==> src/rtl/tmr_scrub_ctrl.sv <==
`timescale 1ns/1ps
// -----------------------------------------------------------------------------
// tmr_scrub_ctrl
//
// Scrub scheduler for a bank of DIV TMR register groups. A sweep visits the
// groups in order, one per cycle. Each visit pulses that group's refresh
// enable so the voted value is rewritten into all three copies. A sweep
// starts on the periodic timer, on force_sweep, or immediately when any
// voter reports a mismatch. Functional writes always win over a refresh. A
// group that stays blocked too long is skipped. Refreshes that correct a
// mismatch are counted in a saturating counter.
//
// Ports
//   clk          clock, all state on the rising edge
//   rst          asynchronous reset, active-high
//   en           scrubber enable; dropping it aborts a sweep
//   force_sweep  start a sweep now (dropped while busy)
//   mismatch     per-group voter disagreement flag
//   func_we      per-group functional write this cycle
//   clr_cnt      synchronous clear of err_cnt / err_sat
//   scrub_en     per-group refresh enable, at most one bit high
//   grp_idx      group currently visited
//   busy         sweep in progress (state SWEEP)
//   sweep_done   one-cycle pulse after a completed sweep (state FINISH)
//   skipped      sticky: a group was skipped in the last sweep
//   err_cnt      corrected mismatches, saturating
//   err_sat      sticky: err_cnt reached all-ones
//
// FSM state is observable: busy is high exactly in SWEEP and sweep_done is
// high exactly in FINISH, so IDLE is the case where both are low.
//
// Arbitration between refresh and functional write: a refresh of group g is
// issued in a cycle only when func_we[g] is low. A blocked visit holds the
// group and retries on the next cycle. The issue decision and its effects
// (advance, error count) happen in the same cycle as the visible scrub_en.
// -----------------------------------------------------------------------------
module tmr_scrub_ctrl #(
    parameter int DIV       = 16,
    parameter int PERIOD    = 256,
    parameter int STALL_MAX = 8,
    parameter int CNT_W     = 16
) (
    input  logic                    clk,
    input  logic                    rst,
    input  logic                    en,
    input  logic                    force_sweep,
    input  logic [DIV-1:0]          mismatch,
    input  logic [DIV-1:0]          func_we,
    input  logic                    clr_cnt,
    output logic [DIV-1:0]          scrub_en,
    output logic [$clog2(DIV)-1:0]  grp_idx,
    output logic                    busy,
    output logic                    sweep_done,
    output logic                    skipped,
    output logic [CNT_W-1:0]        err_cnt,
    output logic                    err_sat
);

    localparam int IDX_W   = $clog2(DIV);
    localparam int TMR_W   = (PERIOD > 1) ? $clog2(PERIOD) : 1;
    localparam int STALL_W = (STALL_MAX > 1) ? $clog2(STALL_MAX) : 1;

    typedef enum logic [1:0] {
        IDLE   = 2'd0,
        SWEEP  = 2'd1,
        FINISH = 2'd2
    } state_t;

    state_t             state, state_nxt;
    logic [TMR_W-1:0]   timer, timer_nxt;
    logic [STALL_W-1:0] stall, stall_nxt;
    logic [IDX_W-1:0]   grp_nxt;
    logic               skipped_nxt;
    logic [CNT_W-1:0]   cnt_nxt;
    logic               sat_nxt;

    logic [DIV-1:0]     visit_onehot;
    logic               issue;
    logic               advance;

    // State register
    always_ff @(posedge clk or posedge rst) begin
        if (rst) begin
            state   <= IDLE;
            timer   <= '0;
            stall   <= '0;
            grp_idx <= '0;
            skipped <= 1'b0;
            err_cnt <= '0;
            err_sat <= 1'b0;
        end else begin
            state   <= state_nxt;
            timer   <= timer_nxt;
            stall   <= stall_nxt;
            grp_idx <= grp_nxt;
            skipped <= skipped_nxt;
            err_cnt <= cnt_nxt;
            err_sat <= sat_nxt;
        end
    end

    // Next-state and outputs
    always_comb begin
        state_nxt   = state;
        timer_nxt   = timer;
        stall_nxt   = stall;
        grp_nxt     = grp_idx;
        skipped_nxt = skipped;
        cnt_nxt     = err_cnt;
        sat_nxt     = err_sat;
        scrub_en    = '0;
        busy        = 1'b0;
        sweep_done  = 1'b0;
        issue       = 1'b0;
        advance     = 1'b0;

        visit_onehot          = '0;
        visit_onehot[grp_idx] = 1'b1;

        case (state)
            IDLE: begin
                // The timer only runs while enabled; with en low it holds.
                if (en) begin
                    if (force_sweep || (|mismatch) ||
                        (timer == TMR_W'(PERIOD - 1))) begin
                        state_nxt   = SWEEP;
                        timer_nxt   = '0;
                        grp_nxt     = '0;
                        stall_nxt   = '0;
                        skipped_nxt = 1'b0;
                    end else begin
                        timer_nxt = timer + TMR_W'(1);
                    end
                end
            end

            SWEEP: begin
                busy = 1'b1;
                if (!en) begin
                    // Abort: no refresh in this cycle, no FINISH pulse.
                    state_nxt = IDLE;
                    timer_nxt = '0;
                    grp_nxt   = '0;
                    stall_nxt = '0;
                end else begin
                    scrub_en = visit_onehot & ~func_we;
                    if (!func_we[grp_idx]) begin
                        issue   = 1'b1;
                        advance = 1'b1;
                    end else if (stall == STALL_W'(STALL_MAX - 1)) begin
                        // Blocked for STALL_MAX cycles in a row: give up on it.
                        skipped_nxt = 1'b1;
                        advance     = 1'b1;
                    end else begin
                        stall_nxt = stall + STALL_W'(1);
                    end

                    if (advance) begin
                        stall_nxt = '0;
                        if (grp_idx == IDX_W'(DIV - 1)) begin
                            state_nxt = FINISH;
                            grp_nxt   = '0;
                        end else begin
                            grp_nxt = grp_idx + IDX_W'(1);
                        end
                    end
                end
            end

            FINISH: begin
                sweep_done = 1'b1;
                state_nxt  = IDLE;
                timer_nxt  = '0;
            end

            default: begin
                state_nxt = IDLE;
                timer_nxt = '0;
                grp_nxt   = '0;
                stall_nxt = '0;
            end
        endcase

        // Only a refresh that actually went out corrects the upset.
        if (issue && mismatch[grp_idx] && !(&err_cnt)) begin
            cnt_nxt = err_cnt + CNT_W'(1);
            if (&cnt_nxt) begin
                sat_nxt = 1'b1;
            end
        end

        // Clear has priority over a same-cycle increment.
        if (clr_cnt) begin
            cnt_nxt = '0;
            sat_nxt = 1'b0;
        end
    end

endmodule

==> config.mk <==
export PLATFORM = sky130hd
export DESIGN_NAME = tmr_scrub_ctrl
export DESIGN_NICKNAME = d
export VERILOG_FILES = /design/src/rtl/tmr_scrub_ctrl.sv
export SDC_FILE = /design/constraint.sdc
export NUM_CORES = 1
export LEC_CHECK = 0
export CORE_MARGIN = 2
export CORE_UTILIZATION = 51
export CTS_CLUSTER_DIAMETER = 30
export DETAILED_ROUTE_END_ITERATION = 10
export PLACE_DENSITY = 0.83
export SLEW_MARGIN = 10
export SYNTH_ARGS = -nofsm -noshare
export SYNTH_HDL_FRONTEND = slang
export SYNTH_SLANG_ARGS = --single-unit
==> constraint.sdc <==
create_clock -name clk -period 6.7 [get_ports clk]
set_clock_uncertainty 0.05 [all_clocks]
set_input_delay 1.34 -clock clk [delete_from_list [all_inputs] [get_ports clk]]
set_output_delay 1.34 -clock clk [all_outputs]
set_load 0.02 [all_outputs]
==> results.py <==
metrics = {
    "placement": {
        "io_buffers": 76,
        "place_area_sq_um": 3360,
        "dp_slack_ns": 2.13,
        "gp_congestion": 0.839,
        "dp_hpwl_um": 5120,
    },
    "critical_path": {
        "endpoint_kind": "output pin",
        "crit_buf_inv": 2,
        "worstPathArrival_ns": 3.24,
        "crit_fanout": 4,
        "cpMostUsedCell": "clkdlybuf4s50_1",
        "slowest_stage": "clkdlybuf4s50_1",
        "worst_r2r_startpoint": "grp_idx[3]$_DFFE_PP0P_",
        "path_cells": "clkdlybuf4s50_1 -> and4bb_2 -> nand2b_1 -> nor3b_1 -> clkdlybuf4s50_1",
        "r2r_setup_slack_ns": 3.47,
        "critPathLaunchType": "input pin",
        "rr_endpoint": "err_cnt[15]$_DFFE_PP0P_",
        "critPathTopFamily": "buffers and inverters",
        "rr_worst_depth": 6,
        "critPathRequiredTime_ns": 5.31,
        "critPathMaxStageDelay_ns": 0.68,
        "critPathKind": "input pin to output pin",
    },
    "finish": {
        "antennaDiodeCount": 0,
        "stdcell_area_sq_um": 3460,
        "area_growth_pct": 34.5,
        "final_layout_size_suffix_gt1_frac": 0.0782,
        "nFillCells": 390,
        "nNetsFinal": 403,
    },
    "die": {
        "initial_utilization": 0.537,
        "ios": 77,
        "core-area_sq_um": 4790,
        "die_h_um": 75.0,
        "die_w_um": 75.0,
        "num_rows": 25,
        "die_area_sq_um": 5630,
    },
    "grt": {
        "antenna_found_initial": 0,
        "grt_overflow": 0,
        "grt_use_total": 0.264,
        "grt_max_degree": 36,
        "grt_pass1_wl_um": 11400,
        "grt_pass1_vias": 2473,
    },
    "sta": {
        "fin_ws_ns": 2.07,
        "hold_viol": 0,
        "max_freq_mhz": 216,
        "timing.final.crit_share": 0.691,
        "worst_pin_slew_ns": 0.844,
        "maxSlewHeadroom": 0.437,
        "rsz0062_at_grt": "false",
        "fin_setup_tns_ns": 0,
        "fin_crit_ns": 4.63,
        "setup_viol": 0,
        "maxSlewViolCount": 0,
    },
    "logic_synthesis": {
        "synthCells": 286,
        "seq_area_frac_synth": 0.341,
        "synth.avg_cell_area_sq_um": 8.99,
        "synth_edf_count": 0,
        "synth_flop_cell": "dfrtp_1",
        "ys_ff_latch": 35,
        "yosysMostFrequentCell": "dfrtp_1",
        "synth_top_area_share": 0.341,
        "async_reset_ff_frac": 1.00,
        "synthTopCellsByCount": "35 x dfrtp_1, 22 x nand2_1, 22 x nor2_1",
        "yosysTopAreaCell": "dfrtp_1",
        "synthTopCellsByArea": "dfrtp_1 34%, ha_1 4.4%, nor3b_1 3.8%, mux4_2 3.5%, nand2_1 3.2%",
        "syn_nets": 332,
        "yosysWarnings": 0,
        "ys_types": 57,
        "syn-cell-area_sq_um": 2570,
    },
    "clock_tree": {
        "clock_sinks": 35,
        "cts_buffer_depth": 2,
        "cts.htree.levels": 2,
        "clock_latency_ns": 0.29,
        "cts_tree": "done",
        "cts-root-buf": "clkbuf_8",
        "cts_resized": 0,
        "cts_hold_buffers": 0,
        "cts_buffers": 5,
        "clkTransAtPathRegs_ns": 0.07,
        "post-cts-setup-buffers": 0,
    },
    "routing": {
        "drc": 0,
        "route.vias.total": 2546,
        "first_iter_violations": 244,
        "routed_wirelength_um": 6910,
        "routedWlPerCell_um": 16.3,
        "dr.pass1.iters": 4,
        "via_per_inst": 5.99,
        "drtAntennaViolNets": 0,
    },
    "job": {
        "max_cap_violations": 0,
    },
    "min_path": {
        "min_path_cells": 1,
        "holdCritPathClass": "flip-flop to flip-flop",
        "worstHoldStart": "skipped$_DFFE_PP0P_",
        "hold_end": "skipped$_DFFE_PP0P_",
    },
    "power": {
        "power_mw": 0.517,
        "power_leakage_nw": 1.30,
        "vdd_ir_drop_max_mv": 0.0822,
        "p_per_area_nw_per_um2": 149,
    },
    "status": {
        "status": "finished, final reports clean",
    },
}
## logic make-up after synthesis
family          after synthesis  share of synthesized area
fa+ha+maj                     9                     0.0438
flops                        35                      0.341
xor+xnor                     10                     0.0341
simple gates                139                      0.299
buf+inv                      23                     0.0404
compound gates               54                      0.154
mux                          16                     0.0881
## metrics by stage
stage	std cells	hold WS, ns	utilization
3_3_place_gp	417	0.422	0.701
4_1_cts	425	0.447	0.722
5_1_grt	425	0.471	0.722
3_5_place_dp	417	0.431	0.701
2_1_floorplan	286	0.420	-
6_report	425	0.442	0.722
## worst max-delay path by stage
stage               startpoint           end  slack (ns)  cells after the start
global route                en  scrub_en[13]        1.99                      5
CTS                         en   scrub_en[2]        2.13                      5
detailed placement          en   scrub_en[2]        2.13                      5
global placement            en   scrub_en[8]        2.16                      5
floorplan                   en   scrub_en[4]        3.09                      3
finish                      en   scrub_en[1]        2.07                      5
## layout make-up
type	instances	area, sq um	area share
multi-input cells	228	1590	0.460
flip-flops and latches	35	876	0.253
repair buffers	77	768	0.222
clock buffers	8	100	0.0290
well taps	67	83.8	0.0242
inverters	10	37.5	0.0109
## report_power, final
| part | switching (mW) | total [mW] | leakage [nW] | internal, mW |
|---|---|---|---|---|
| logic | 0.0600 | 0.118 | 0.763 | 0.0578 |
| registers | 0.0137 | 0.230 | 0.484 | 0.216 |
| clock network | 0.0748 | 0.169 | 0.0515 | 0.0938 |
| total | 0.148 | 0.517 | 1.30 | 0.368 |
## worst register-to-register path, cell delays in order (launching register included)
cell and delay, ns:
dfrtp_1 0.89, mux2_1 0.28, o221ai_1 0.12, or4_1 0.65, a21oi_2 0.60, nand4_1 0.19, mux2_1 0.34
## cell usage in the layout, fill, tap and decap left out, drive strengths merged, types with 7 or more instances in the layout
cell and count:
o21ai 15, dfrtp 35, nor4 9, nor2 22, nor2b 10, ha 9
inv 10, nor3 12, mux2 10, nand3 16, clkdlybuf4s50 76, nand4 10
a21oi 10, nor3b 13, xnor2 7, nand2 22, clkbuf 8
## sequential cells by signal, indices dropped and copies added (netlist names)
register,count
timer,8
grp_idx,4
err_cnt,16
stall,3
skipped,1
err_sat,1
state,2
## per-layer routing
layer,vias up,track usage,share of wire
met5,-,0,0
li1,1214,-,-
met1,1215,0.331,0.43
met4,0,0.107,0.024
met3,18,0.0643,0.067
met2,99,0.439,0.48
No activity file was read; power rests on OpenSTA's default activity.
